[src/rtl/ps2_host_tx.sv]
// PS/2 host-to-device transmitter: inhibit, request-to-send, clock out 8 data bits plus odd parity, check device ACK.
// Ports: clk/reset, tx_data/tx_valid/tx_ready handshake, busy/tx_done/tx_error status, raw pads in, pull-low enables out.
module ps2_host_tx #(
  parameter int INHIBIT_CYCLES = 420,
  parameter int START_TIMEOUT  = 52500,
  parameter int BIT_TIMEOUT    = 1400
) (
  input  logic       clk,
  input  logic       reset,
  input  logic [7:0] tx_data,
  input  logic       tx_valid,
  output logic       tx_ready,
  output logic       busy,
  output logic       tx_done,
  output logic       tx_error,
  input  logic       ps2_clk_in,
  input  logic       ps2_dat_in,
  output logic       ps2_clk_oe,
  output logic       ps2_dat_oe
);

  localparam int TW =
    $clog2(START_TIMEOUT + BIT_TIMEOUT + INHIBIT_CYCLES + 1);

  // ABORT and the error cycle consume the last two counts, so the
  // tx_error pulse lands exactly on the timeout distance from its
  // reference (START entry, or the detected fall).
  localparam logic [TW-1:0] INH_END   = TW'(INHIBIT_CYCLES - 1);
  localparam logic [TW-1:0] START_END = TW'(START_TIMEOUT - 2);
  localparam logic [TW-1:0] BIT_END   = TW'(BIT_TIMEOUT - 2);

  typedef enum logic [2:0] {
    IDLE, INHIBIT, REQ, START, XFER, ACK, WAIT_IDLE, ABORT
  } state_t;

  state_t        state, state_n;
  logic [TW-1:0] timer, timer_n;
  logic [3:0]    cnt, cnt_n;
  logic [8:0]    shift, shift_n;
  logic          dat_q, dat_n;
  logic          done_q, done_n;
  logic          err_q, err_n;

  logic clk_s1, clk_s2, clk_d;
  logic dat_s1, dat_s2;
  logic fall;

  always_ff @(posedge clk) begin
    if (reset) begin
      clk_s1 <= 1'b1;
      clk_s2 <= 1'b1;
      clk_d  <= 1'b1;
      dat_s1 <= 1'b1;
      dat_s2 <= 1'b1;
    end else begin
      clk_s1 <= ps2_clk_in;
      clk_s2 <= clk_s1;
      clk_d  <= clk_s2;
      dat_s1 <= ps2_dat_in;
      dat_s2 <= dat_s1;
    end
  end

  assign fall = clk_d & ~clk_s2;

  always_ff @(posedge clk) begin
    if (reset) begin
      state  <= IDLE;
      timer  <= '0;
      cnt    <= '0;
      shift  <= '0;
      dat_q  <= 1'b0;
      done_q <= 1'b0;
      err_q  <= 1'b0;
    end else begin
      state  <= state_n;
      timer  <= timer_n;
      cnt    <= cnt_n;
      shift  <= shift_n;
      dat_q  <= dat_n;
      done_q <= done_n;
      err_q  <= err_n;
    end
  end

  always_comb begin
    state_n = state;
    timer_n = timer + TW'(1);
    cnt_n   = cnt;
    shift_n = shift;
    dat_n   = dat_q;
    done_n  = 1'b0;
    err_n   = 1'b0;
    unique case (state)
      IDLE: begin
        timer_n = '0;
        dat_n   = 1'b0;
        if (tx_valid) begin
          shift_n = {~^tx_data, tx_data};
          cnt_n   = '0;
          state_n = INHIBIT;
        end
      end
      INHIBIT: begin
        if (timer == INH_END) begin
          dat_n   = 1'b1;
          state_n = REQ;
        end
      end
      REQ: begin
        timer_n = '0;
        state_n = START;
      end
      START: begin
        if (fall) begin
          dat_n   = ~shift[0];
          shift_n = shift >> 1;
          cnt_n   = 4'd1;
          timer_n = TW'(1);
          state_n = XFER;
        end else if (timer == START_END) begin
          state_n = ABORT;
        end
      end
      XFER: begin
        if (fall) begin
          cnt_n   = cnt + 4'd1;
          timer_n = TW'(1);
          if (cnt == 4'd9) begin
            dat_n   = 1'b0;
            state_n = ACK;
          end else begin
            dat_n   = ~shift[0];
            shift_n = shift >> 1;
          end
        end else if (timer == BIT_END) begin
          state_n = ABORT;
        end
      end
      ACK: begin
        if (fall) begin
          cnt_n   = cnt + 4'd1;
          timer_n = TW'(1);
          state_n = dat_s2 ? ABORT : WAIT_IDLE;
        end else if (timer == BIT_END) begin
          state_n = ABORT;
        end
      end
      WAIT_IDLE: begin
        if ((clk_s2 && dat_s2) || timer == BIT_END) begin
          done_n  = 1'b1;
          state_n = IDLE;
        end
      end
      ABORT: begin
        dat_n   = 1'b0;
        err_n   = 1'b1;
        state_n = IDLE;
      end
      default: state_n = IDLE;
    endcase
  end

  assign tx_ready   = (state == IDLE);
  assign busy       = (state != IDLE);
  assign tx_done    = done_q;
  assign tx_error   = err_q;
  assign ps2_clk_oe = (state == INHIBIT) || (state == REQ);
  // DAT is only ever pulled while a frame is being driven.
  assign ps2_dat_oe = dat_q &&
    ((state == REQ) || (state == START) || (state == XFER));

endmodule

[config.mk]
export PLATFORM = sky130hd
export DESIGN_NAME = ps2_host_tx
export DESIGN_NICKNAME = d
export VERILOG_FILES = /design/src/rtl/ps2_host_tx.sv
export SDC_FILE = /design/constraint.sdc
export NUM_CORES = 1
export LEC_CHECK = 0
export ABC_AREA = 1
export CORE_AREA = 2 2 80 82
export DETAILED_ROUTE_END_ITERATION = 7
export DIE_AREA = 0 0 82 84
export GPL_ROUTABILITY_DRIVEN = 1
export PLACE_DENSITY = 0.66
export SLEW_MARGIN = 20
export SYNTH_ARGS = -nofsm -noshare
export SYNTH_HDL_FRONTEND = slang
export SYNTH_SLANG_ARGS = --single-unit
[constraint.sdc]
create_clock -name clk -period 2.1 [get_ports clk]
set_input_delay 0.63 -clock clk [delete_from_list [all_inputs] [get_ports clk]]
set_output_delay 0.63 -clock clk [all_outputs]
set_load 0.05 [all_outputs]
==> qor.yml <==
syn-num-nets: 337
rows: 29
cp_num_buf_inv: 1
power.share.clock_pct: 15.5
drc_errors: 0
gr-usage-all-layers_pct: 14.8
hp-class: "reg -> reg"
synth_warnings: 0
seq_area_frac_synth_pct: 36.4
synth_ff_type: "dfxtp_1"
leakage_uw: 0.00113
cpLargestDelayFamily: "buffers and inverters"
p_int_uw: 1880
path_max_fanout: 1
hpwl_um: 3520
area_growth_pct: 19.0
synth-edff-count: 0
avgViaCountPerCell: 4.71
combPwrFrac_pct: 54.9
setup_viol: 0
ant_nets: 0
yosys.area.top_type: "dfxtp_1"
path_clk_slew_ns: 0.07
post_drt_wl_per_cell_um: 10.6
cts_buffer_depth: 2
holdBufCountCts: 0
syn_area_mm2: 0.00220
cp-end-kind: "output port"
io_buffer_count: 18
start_util_pct: 36.1
slew_viol_final: 0
cts-root-buf: "clkbuf_8"
postSynthCellCount: 320
synth_top_area_share_pct: 36.4
seqPwrFrac_pct: 29.6
async_reset_ff_share_pct: 0
clkLatencyLatePin_ns: 0.29
die_w_um: 82
utilization_pct: 43.0
hold_violations: 0
crit_required_ns: 1.47
switchingPower_uw: 1560
tightest_slew_ns: 0.489
ys_top_cells_by_area: "dfxtp_1 (36%), nand2_1 (13%), nor2_1 (11%), inv_1 (5.3%), a21oi_1 (3.9%)"
numCtsBuffers: 5
first_global_vias: 1873
cp-start-kind: "flop"
dr.pass1.iters: 4
critical_path_arrival_ns: 1.38
tritoncts: "built"
vias: 1991
io_pins: 19
fin_setup_tns_ns: 0
grt_pass1_wl_um: 8060
max_freq_ghz: 0.497
htreeDepth: 2
place.gp.congestion: 0.853
grt_start_max_net_pins: 16
max_stage_delay_ns: 0.79
status: "completed"
antenna_cells: 0
grt.overflow.total: 0
ys_ff_latch: 40
dieArea_mm2: 0.00689
grt_setup_unrepaired: "no"
clock_sinks: 40
final_net_count: 362
final.min_clock_period_ns: 2.01
drt_wl_total_um: 4500
coreArea_mm2: 0.00610
antenna_found_initial: 0
switching_share_pct: 45.3
worst_ir_drop_vdd_mv: 1.43
die_height_um: 84
drive_gt1_share_pct: 13.6
powerDensity_mw_per_mm2: 1310
crit_chain: "clkdlybuf4s50_1"
cp_slowest_cell: "clkdlybuf4s50_1"
relSlewSlack_pct: 67.3
skew_ns: 0.00610
synth_cell_types: 34
final_min_period_over_clock_period_pct: 95.9
worstSetupPathType: "reg -> out"
syn_avg_cell_area_um2: 6.88
drt_iter0_markers: 154
timing.hold.ws_ns: 0.414
drv_cap: 0
-- layer usage --
layer / vias up / global-route usage (%) / part of all wire (%)
li1: 1060 / - / -
met2: 44 / 24.3 / 47
met3: 6 / 2.81 / 4.1
met5: - / 0 / 0
met4: 0 / 5.45 / 1.7
met1: 881 / 19.0 / 47
-- logic make-up after synthesis --
group	synth area share, %
AND/OR/NAND/NOR	37.1
flip-flops	36.4
AO/OA/AOI/OAI	10.9
adder cells (fa/ha/maj)	2.27
XOR/XNOR	5.57
buffers and inverters	7.84
-- sequential cells by signal (all words and copies together), names as in the netlist --
signal and cells:
timer 16, shift 9, cnt 4, state 3, clk_d 1, clk_s1 1, clk_s2 1, dat_q 1
dat_s1 1, dat_s2 1, tx_done 1, tx_error 1
-- cells in the final DEF (no fill, tap or decap), types with 3 or more instances in the layout --
| cell | Yosys | layout |
|---|---|---|
| buf_12 | 0 | 4 |
| nand3_1 | 17 | 17 |
| nand2_2 | 4 | 4 |
| xnor2_1 | 7 | 7 |
| clkdlybuf4s50_1 | 0 | 13 |
| buf_4 | 0 | 5 |
| ha_1 | 4 | 4 |
| nand4_1 | 4 | 4 |
| nand2_1 | 74 | 74 |
| inv_2 | 4 | 5 |
| clkbuf_8 | 0 | 6 |
| nor2_4 | 4 | 4 |
| nor2_1 | 62 | 62 |
| or2_2 | 4 | 4 |
| xor2_1 | 7 | 7 |
| a21oi_1 | 17 | 15 |
| nor2_2 | 3 | 3 |
| inv_1 | 31 | 30 |
| o21ai_0 | 12 | 12 |
| a21oi_2 | 3 | 4 |
| dfxtp_1 | 40 | 39 |
-- what timing repair did --
| item | in CTS | in global routing |
|---|---|---|
| endpoints found under the hold margin | 0 | 0 |
| setup buffers | 0 | 0 |
| setup endpoints to repair | 1 | 2 |
| gates resized for setup | 2 | 3 |
-- area by class of cell --
type	instances	area, um2
Clock buffer	8	90.1
Tap cell	77	96.3
Timing Repair Buffer	22	248
Inverter	36	140
Sequential cell	40	802
Multi-Input combinational cell	240	1240
Fill cell	640	3480
-- path summary, 6_finish.rpt --
check | startpoint | endpoint | slack, ns | cells after the start
worst min register to register | clk_s1 | clk_s2 | 0.41 | 1
worst max register to register | timer[0] | timer[14] | 0.35 | 6
worst min-delay path | clk_s1 | clk_s2 | 0.41 | 1
worst max-delay path | tx_done | tx_done | 0.09 | 1
-- synth_stat cells, types with 3 or more instances --
library cell   n
nor2_1        62
inv_1         31
nand2_2        4
ha_1           4
a21oi_1       17
nand3_1       17
xnor2_1        7
nor2_2         3
o21ai_0       12
xor2_1         7
a21oi_2        3
or2_2          4
nor2_4         4
nand4_1        4
nand2_1       74
inv_2          4
dfxtp_1       40
-- metrics by stage --
step	total power [uW]	cells	setup slack [ns]	cell area, um2
2_1_floorplan	2360	320	0.0555	2200
3_3_place_gp	2880	415	0.191	2510
3_5_place_dp	2900	415	0.149	2510
4_1_cts	3450	423	0.0336	2610
5_1_grt	3750	423	0.0343	2620
6_report	3440	423	0.0863	2620
-- power by group through the flow --
stage / clock network (uW) / registers, uW / logic, uW
after detailed placement: 0 / 1020 / 1870
final: 533 / 1020 / 1890
after CTS: 546 / 1010 / 1890
after global placement: 0 / 1020 / 1860
after global routing: 574 / 1040 / 2130
after floorplan: 0 / 1000 / 1360
(Power assumes the default switching activity.)
